$ cat config.mk
export PLATFORM = sky130hd
export DESIGN_NAME = product_accumulator
export DESIGN_NICKNAME = d
export VERILOG_FILES = /design/src/rtl/product_accumulator.sv
export SDC_FILE = /design/constraint.sdc
export NUM_CORES = 1
export LEC_CHECK = 0
export CELL_PAD_IN_SITES_DETAIL_PLACEMENT = 1
export CELL_PAD_IN_SITES_GLOBAL_PLACEMENT = 1
export CORE_MARGIN = 3
export CORE_UTILIZATION = 41
export CTS_BUF_LIST = sky130_fd_sc_hd__clkbuf_2 sky130_fd_sc_hd__clkbuf_4 sky130_fd_sc_hd__clkbuf_8
export DETAILED_ROUTE_END_ITERATION = 7
export PLACE_DENSITY = 0.92
export REMOVE_ABC_BUFFERS = 1
export SETUP_SLACK_MARGIN = 0.15
export SLEW_MARGIN = 15
export SYNTH_ARGS = -nofsm -noshare
export SYNTH_HDL_FRONTEND = slang
export SYNTH_SLANG_ARGS = --single-unit
$ cat constraint.sdc
create_clock -name clk -period 4.7 [get_ports clk]
set_clock_uncertainty 0.15 [all_clocks]
set_input_delay 0.705 -clock clk [delete_from_list [all_inputs] [get_ports clk]]
set_output_delay 0.705 -clock clk [all_outputs]
set_load 0.02 [all_outputs]
$ cat src/rtl/product_accumulator.sv
// product_accumulator
//   Sums a programmed number of signed products from the 32x32 pipelined
//   multiplier into a wide accumulator and returns the 64-bit result over a
//   valid/ready handshake.
//
//   Optional feature: define ACC_SAT_EN to clamp the final sum to the signed
//   64-bit range and report clamping on sat. Without it, res is the low 64
//   bits of the accumulator (modular wrap) and sat is constant 0.
//
// Ports:
//   clk        rising-edge clock
//   rst        synchronous, active-high reset
//   start      begin a job (accepted only in IDLE)
//   len        number of products to sum, latched on accepted start
//   prod       signed product from the multiplier
//   prod_valid prod is valid this cycle
//   res        signed 64-bit result, registered
//   res_valid  res holds a completed result
//   res_ready  consumer accepts res
//   busy       high whenever the block is not IDLE
//   sat        result was clamped (ACC_SAT_EN only)
//   drop       sticky: a prod_valid arrived outside RUN
module product_accumulator #(
  parameter int PROD_W = 64,
  parameter int LEN_W  = 8,
  parameter int ACC_W  = 72
) (
  input  logic              clk,
  input  logic              rst,
  input  logic              start,
  input  logic [LEN_W-1:0]  len,
  input  logic [PROD_W-1:0] prod,
  input  logic              prod_valid,
  output logic [63:0]       res,
  output logic              res_valid,
  input  logic              res_ready,
  output logic              busy,
  output logic              sat,
  output logic              drop
);

  typedef enum logic [1:0] {IDLE, RUN, DONE} state_t;

  state_t             state_q, state_d;
  logic [ACC_W-1:0]   acc, acc_next, prod_ext;
  logic [LEN_W-1:0]   cnt, len_q;
  logic               last;
  logic [63:0]        res_d;
  logic               sat_q, sat_d;

  assign prod_ext = {{(ACC_W-PROD_W){prod[PROD_W-1]}}, prod};
  assign acc_next = acc + prod_ext;
  assign last     = (cnt == len_q - LEN_W'(1));

`ifdef ACC_SAT_EN
  logic pos_ovf, neg_ovf;
  // Sum fits in 64 bits only when bits [ACC_W-1:63] are all equal.
  assign pos_ovf = ~acc_next[ACC_W-1] & (|acc_next[ACC_W-2:63]);
  assign neg_ovf =  acc_next[ACC_W-1] & ~(&acc_next[ACC_W-2:63]);

  always_comb begin
    res_d = acc_next[63:0];
    sat_d = 1'b0;
    if (pos_ovf) begin
      res_d = 64'h7FFF_FFFF_FFFF_FFFF;
      sat_d = 1'b1;
    end else if (neg_ovf) begin
      res_d = 64'h8000_0000_0000_0000;
      sat_d = 1'b1;
    end
  end
`else
  assign res_d = acc_next[63:0];
  assign sat_d = 1'b0;
`endif

  // State register
  always_ff @(posedge clk) begin
    if (rst) state_q <= IDLE;
    else     state_q <= state_d;
  end

  // Next-state logic
  always_comb begin
    state_d = state_q;
    case (state_q)
      IDLE:    if (start) state_d = (len == '0) ? DONE : RUN;
      RUN:     if (prod_valid && last) state_d = DONE;
      DONE:    if (res_ready) state_d = IDLE;
      default: state_d = IDLE;
    endcase
  end

  // Outputs decoded from the registered state
  always_comb begin
    busy      = (state_q != IDLE);
    res_valid = (state_q == DONE);
  end

  // Datapath
  always_ff @(posedge clk) begin
    if (rst) begin
      acc   <= '0;
      cnt   <= '0;
      len_q <= '0;
      res   <= '0;
      sat_q <= 1'b0;
      drop  <= 1'b0;
    end else begin
      if (prod_valid && state_q != RUN) drop <= 1'b1;
      case (state_q)
        IDLE: begin
          if (start) begin
            len_q <= len;
            acc   <= '0;
            cnt   <= '0;
            // A product arriving with the accepted start is itself a drop,
            // so the cleared flag immediately picks it up.
            drop  <= prod_valid;
            if (len == '0) begin
              res   <= '0;
              sat_q <= 1'b0;
            end
          end
        end
        RUN: begin
          if (prod_valid) begin
            acc <= acc_next;
            cnt <= cnt + LEN_W'(1);
            if (last) begin
              res   <= res_d;
              sat_q <= sat_d;
            end
          end
        end
        default: ;
      endcase
    end
  end

  assign sat = sat_q;

endmodule

# Yosys cells after proc, flatten, opt, wreduce, memory -nomap -nowiden
# Index checks and enable logic that the tools add are counted.
[classes]
addsub = 3
eq_ne = 10
muxes = 24
n_reduce_logical = 10
[ops]
columns = ["operator", "count"]
rows = [
  ["$mux W64", 4],
  ["$mux W72", 2],
  ["$pmux W72 S2", 1],
  ["$pmux W64 S2", 1],
  ["$add A72 B72 Y72", 1],
  ["$mux W8", 2],
  ["$pmux W8 S2", 1],
  ["$ne A2 B2 Y1 const B", 5],
  ["$add A8 B1 Y8 const B", 1],
  ["$eq A8 B8 Y1", 1],
  ["$logic_not A8 Y1", 1],
  ["$mux W2", 4],
  ["$sub A8 B1 Y8 const B", 1],
  ["$mux W1", 7],
  ["$pmux W2 S3", 1],
  ["$reduce_and A3 Y1", 2],
  ["$reduce_and A5 Y1", 1],
  ["$ne A2 B1 Y1 const B", 2],
  ["$reduce_bool A2 Y1", 2],
  ["$eq A2 B1 Y1 const B", 1],
  ["$eq A2 B2 Y1 const B", 1],
  ["$logic_and A1 B1 Y1", 2],
  ["$logic_not A2 Y1", 1],
  ["$pmux W1 S2", 1],
  ["$reduce_and A2 Y1", 1],
]
[word_totals]
reg_bits = 156

# Logic depth before layout (Yosys ltp)
[logic_depth]
ltp_word = 5
depth_mapped = 13
mapped_depth_nobuf = 13

# Worst setup path before layout
# OpenSTA, ideal clock, no wires.
[synth_timing]
path_kind = "input -> register"
from = "input port prod[0]"
to = "register res[48]"
setup_time_ps = 117
t_arrival_ps = 3400
required_ps = 4433
setup_slack_ps = 1033
cell_stages = 13
path_cell_list = "ha_1 inv_1 fa_1 and2b_1 o2111ai_2 a2111o_1 nand4_1 and2_1 a21oi_1 o31ai_1 a31oi_1 xnor2_1 a22o_1"
[synth_via]
elab_chain_cells = 4
[synth_lines]
columns = ["element", "line_no", "source"]
rows = [
  ["start, declared", "32", "input logic [PROD_W-1:0] prod,"],
  ["$add A72 B72 Y72", "52", "assign acc_next = acc + prod_ext;"],
  ["$mux W64", "130", "if (last) begin"],
  ["$mux W64", "127", "if (prod_valid) begin"],
  ["$pmux W64 S2", "111", "case (state_q)"],
  ["end signal, assigned", "131", "res <= res_d;"],
  ["end, declared", "34", "output logic [63:0] res,"],
]
# Every way passes these cells. The select of a mux whose other input is x is not followed.
# A chain may end at the register's enable or synchronous reset.

# Worst setup path after layout
[layout_timing]
from = "input port prod[0]"
to = "register acc[62]"
[layout_via]
elab_chain_cells = 3
[layout_lines]
columns = ["element", "line_no", "source"]
rows = [
  ["$add A72 B72 Y72", "52", ""],
  ["$mux W72", "127", ""],
  ["$pmux W72 S2", "111", ""],
  ["end signal, assigned", "128", "acc <= acc_next;"],
  ["end, declared", "45", "logic [ACC_W-1:0] acc, acc_next, prod_ext;"],
]
# Every way passes these cells. The select of a mux whose other input is x is not followed.

==> metrics.txt <==
# TYPE chip_impl_metric gauge
chip_impl_info{name="status",value="finished, final reports clean"} 1
chip_impl_info{name="yosys-top-cells-area",value="sky130_fd_sc_hd__dfxtp_1, sky130_fd_sc_hd__a21oi_1, sky130_fd_sc_hd__nand2_1"} 1
chip_impl_metric{name="syn-instance-count",unit=""} 1236
chip_impl_metric{name="number_of_rows_in_the_core_area",unit=""} 54
chip_impl_metric{name="fmaxAchievable",unit="MHz"} 242
chip_impl_metric{name="postRouteWirelength",unit="um"} 32000
chip_impl_metric{name="headroom_to_the_max_slew_limit",unit="%"} 30.7
chip_impl_metric{name="power.density",unit="mW/mm^2"} 262
chip_impl_metric{name="clock_sink_count",unit=""} 147
chip_impl_metric{name="grt_util_all_layers",unit="%"} 26.0
chip_impl_metric{name="clkLatencyLatePin",unit="ps"} 470
chip_impl_metric{name="post_cts_hold_buffer_count",unit=""} 0
chip_impl_metric{name="gpl.final_weighted_congestion",unit=""} 0.957
chip_impl_info{name="ys_dominant_reg_cell",value="sky130_fd_sc_hd__dfxtp_1"} 1
chip_impl_metric{name="seq_area",unit="mm^2"} 0.00294
chip_impl_info{name="tritoncts",value="yes"} 1
chip_impl_metric{name="worstPathMaxFanout",unit=""} 4
chip_impl_metric{name="floorplan.die_area",unit="mm^2"} 0.0243
chip_impl_info{name="cp_class",value="input port to flip-flop"} 1
chip_impl_metric{name="syn-cell-area",unit="mm^2"} 0.00921
chip_impl_metric{name="worst-slew-pin-transition",unit="ps"} 1040
chip_impl_metric{name="avgRoutedWirePerCell",unit="um"} 19.5
chip_impl_metric{name="distinct_cell_type_count_of_the_synthesized_netlist",unit=""} 73
chip_impl_metric{name="r2r_cells",unit=""} 12
chip_impl_info{name="cts.root.buffer_cell",value="sky130_fd_sc_hd__clkbuf_8"} 1
chip_impl_metric{name="antenna-diode-count",unit=""} 0
chip_impl_metric{name="ir_worst_vdd",unit="mV"} 0.169
chip_impl_metric{name="synth_top_area_share",unit="%"} 32.0
chip_impl_metric{name="drive_gt1_share",unit="%"} 4.99
chip_impl_metric{name="synth-async-reset-ratio",unit="%"} 0
chip_impl_info{name="crit_path_end",value="acc[62]$_SDFFE_PP0P_"} 1
chip_impl_metric{name="die_height",unit="um"} 156
chip_impl_metric{name="synth_warnings",unit=""} 0
chip_impl_metric{name="cts_buffers",unit=""} 17
chip_impl_metric{name="synth-seq-area-share",unit="%"} 32.0
chip_impl_info{name="synth.cells.most_frequent",value="sky130_fd_sc_hd__nand2_1, sky130_fd_sc_hd__a21oi_1, sky130_fd_sc_hd__dfxtp_1"} 1
chip_impl_metric{name="cp_data_required_time",unit="ps"} 4900
chip_impl_metric{name="detailroute.via_count",unit=""} 9690
chip_impl_metric{name="layout.filler_cells",unit=""} 2725
chip_impl_metric{name="initial_utilization",unit="%"} 41.9
chip_impl_metric{name="final_nets",unit=""} 1493
chip_impl_info{name="startpoint_of_the_worst_setup_timing_path",value="prod[0]"} 1
chip_impl_info{name="rsz0062_at_grt",value="false"} 1
chip_impl_metric{name="first_global_vias",unit=""} 10100
chip_impl_info{name="timing.critical_path.from_type",value="input port"} 1
chip_impl_info{name="synth.largest_area_cell",value="sky130_fd_sc_hd__dfxtp_1"} 1
chip_impl_metric{name="synth-seq-cells",unit=""} 147
chip_impl_metric{name="synth_enable_flop_cells",unit=""} 0
chip_impl_metric{name="drv.max_cap_violation_count",unit=""} 0
chip_impl_metric{name="syn_to_final_growth",unit="%"} 22.4
chip_impl_metric{name="min_period_over_period",unit="%"} 88.0
chip_impl_metric{name="drt-pass1-iter-count",unit=""} 5
chip_impl_metric{name="die_span_x",unit="um"} 156
chip_impl_metric{name="setup_tns",unit="ps"} 0
chip_impl_metric{name="regToRegSetupSlack",unit="ps"} 930
chip_impl_info{name="r2r-start",value="acc[12]$_SDFFE_PP0P_"} 1
chip_impl_metric{name="hold_violations",unit=""} 0
chip_impl_metric{name="multi_input_area",unit="mm^2"} 0.00595
chip_impl_metric{name="cts_repair_resize_count",unit=""} 0
chip_impl_info{name="crit_path_end_kind",value="flip-flop"} 1
chip_impl_metric{name="detail-route-antenna-nets",unit=""} 0
chip_impl_metric{name="buffer_ports.inserted",unit=""} 143
chip_impl_metric{name="drt_first_iter_violations",unit=""} 448
chip_impl_metric{name="cp.arrival",unit="ps"} 4340
chip_impl_info{name="hold_class",value="flip-flop to flip-flop"} 1
chip_impl_info{name="worstReg2RegEnd",value="acc[51]$_SDFFE_PP0P_"} 1
chip_impl_metric{name="placement.setup.worst_slack",unit="ps"} 182
chip_impl_metric{name="drt_drc_violations_left",unit=""} 0
chip_impl_metric{name="design.portCount",unit=""} 145
chip_impl_metric{name="final.setup.worst_slack",unit="ps"} 562
chip_impl_metric{name="avgSynthCellArea",unit="um^2"} 7.45
chip_impl_metric{name="core_region_area",unit="mm^2"} 0.0220
chip_impl_metric{name="viasPerCell",unit=""} 5.90
chip_impl_metric{name="grt_pass1_wl",unit="um"} 51400
chip_impl_metric{name="gr-total-overflow",unit=""} 0
chip_impl_metric{name="total_leakage_power",unit="nW"} 4.37
chip_impl_metric{name="grt_antenna_before_repair",unit=""} 0
chip_impl_metric{name="finalSetupViolations",unit=""} 0
chip_impl_metric{name="ctsLongestPathBuffers",unit=""} 2
chip_impl_metric{name="cts.clk_slew.worst_paths",unit="ps"} 90
chip_impl_metric{name="hpwl",unit="um"} 23600
chip_impl_info{name="synth.most_common_cell",value="sky130_fd_sc_hd__nand2_1"} 1
chip_impl_metric{name="finalWorstPathRequiredPeriod",unit="ps"} 4140
chip_impl_metric{name="maximum_number_of_pins_on_one_net_before_global_route_repair",unit=""} 75
chip_impl_metric{name="cts_post_setup_buffers_inserted",unit=""} 0
chip_impl_metric{name="maxSlewViolCount",unit=""} 0
chip_impl_metric{name="htree_num_levels",unit=""} 4
==> layout by cell type (no fill, tap or decap), types with 14 or more instances in the layout <==
| cell type | n |
|---|---|
| sky130_fd_sc_hd__nand2_1 | 234 |
| sky130_fd_sc_hd__a21oi_1 | 179 |
| sky130_fd_sc_hd__dfxtp_1 | 147 |
| sky130_fd_sc_hd__clkdlybuf4s50_1 | 142 |
| sky130_fd_sc_hd__nor2_1 | 105 |
| sky130_fd_sc_hd__ha_1 | 65 |
| sky130_fd_sc_hd__o21ai_0 | 58 |
| sky130_fd_sc_hd__nand3_1 | 48 |
| sky130_fd_sc_hd__xnor2_1 | 39 |
| sky130_fd_sc_hd__a21o_1 | 30 |
| sky130_fd_sc_hd__xor2_1 | 28 |
| sky130_fd_sc_hd__inv_1 | 23 |
| sky130_fd_sc_hd__clkbuf_8 | 19 |
| sky130_fd_sc_hd__nand4_1 | 17 |
| sky130_fd_sc_hd__nor3_1 | 15 |
| sky130_fd_sc_hd__buf_4 | 14 |
==> kinds of logic (layout without fill, tap and decap cells) <==
kind of cell,after synthesis,after routing,synth area share [%]
XOR/XNOR,67,67,6.37
flip-flops,147,147,32.0
buffers and inverters,86,213,3.64
adder cells (fa/ha/maj),66,66,9.05
AO/OA/AOI/OAI,384,384,25.6
AND/OR/NAND/NOR,483,483,23.1
other,1,1,0.0407
multiplexers,2,2,0.217
==> worst min-delay path by stage <==
stage                         startpoint                    to  slack (ps)  cells past startpoint
CTS                 res[43]$_SDFFE_PP0P_  res[43]$_SDFFE_PP0P_         310                      2
detailed placement  res[43]$_SDFFE_PP0P_  res[43]$_SDFFE_PP0P_         300                      2
floorplan           acc[49]$_SDFFE_PP0P_  acc[49]$_SDFFE_PP0P_         280                      2
global placement    res[57]$_SDFFE_PP0P_  res[57]$_SDFFE_PP0P_         280                      2
finish              res[43]$_SDFFE_PP0P_  res[43]$_SDFFE_PP0P_         300                      2
global route        acc[19]$_SDFFE_PP0P_  acc[19]$_SDFFE_PP0P_         330                      2
==> critical path: stages <==
cell	delay [ps]
sky130_fd_sc_hd__clkdlybuf4s50_1	480
sky130_fd_sc_hd__ha_1	200
sky130_fd_sc_hd__inv_1	70
sky130_fd_sc_hd__fa_1	370
sky130_fd_sc_hd__and2b_1	260
sky130_fd_sc_hd__o2111ai_2	180
sky130_fd_sc_hd__a211oi_1	380
sky130_fd_sc_hd__o2111ai_1	250
sky130_fd_sc_hd__a31o_1	350
sky130_fd_sc_hd__a2111oi_4	490
sky130_fd_sc_hd__or4b_4	250
sky130_fd_sc_hd__a21oi_1	80
sky130_fd_sc_hd__xnor2_1	210
sky130_fd_sc_hd__o21ai_1	80
==> through the flow <==
step | instances | util [%] | hold slack, ps | total power, mW | area [um^2]
after global routing | 1643 | 51.3 | 326 | 3.08 | 11300
after floorplan | 1173 | - | 279 | 1.73 | 8960
final | 1643 | 51.3 | 302 | 2.95 | 11300
after detailed placement | 1611 | 49.6 | 297 | 1.98 | 10900
after CTS | 1643 | 51.3 | 306 | 2.96 | 11300
after global placement | 1611 | 49.6 | 282 | 1.96 | 10900
==> power by group <==
part / switching [mW] / internal, mW
logic: 0.413 / 0.258
registers: 0.0243 / 1.28
clock network: 0.537 / 0.443
total: 0.974 / 1.98
==> layout make-up <==
cell class	count	share of cell area, %
clock buffers	19	2.32
clock inverters	13	0.966
inverters	23	0.766
multi-input cells	1003	52.8
flip-flops and latches	147	26.1
well taps	280	3.11
repair buffers	158	13.9
==> registers in the layout, indices dropped and copies added (netlist names) <==
name / count
res: 64
state_q: 2
drop: 1
len_q: 8
cnt: 8
acc: 64
==> routing by layer <==
layer | vias up | global-route usage [%] | routed length (um)
met1 | 4712 | 32.4 | 14000
met2 | 282 | 44.8 | 15400
met4 | 0 | 10.0 | 1010
met5 | - | 0 | 0
li1 | 4620 | - | -
met3 | 76 | 4.49 | 1560
Note: power is estimated with default switching activity, not from simulation.
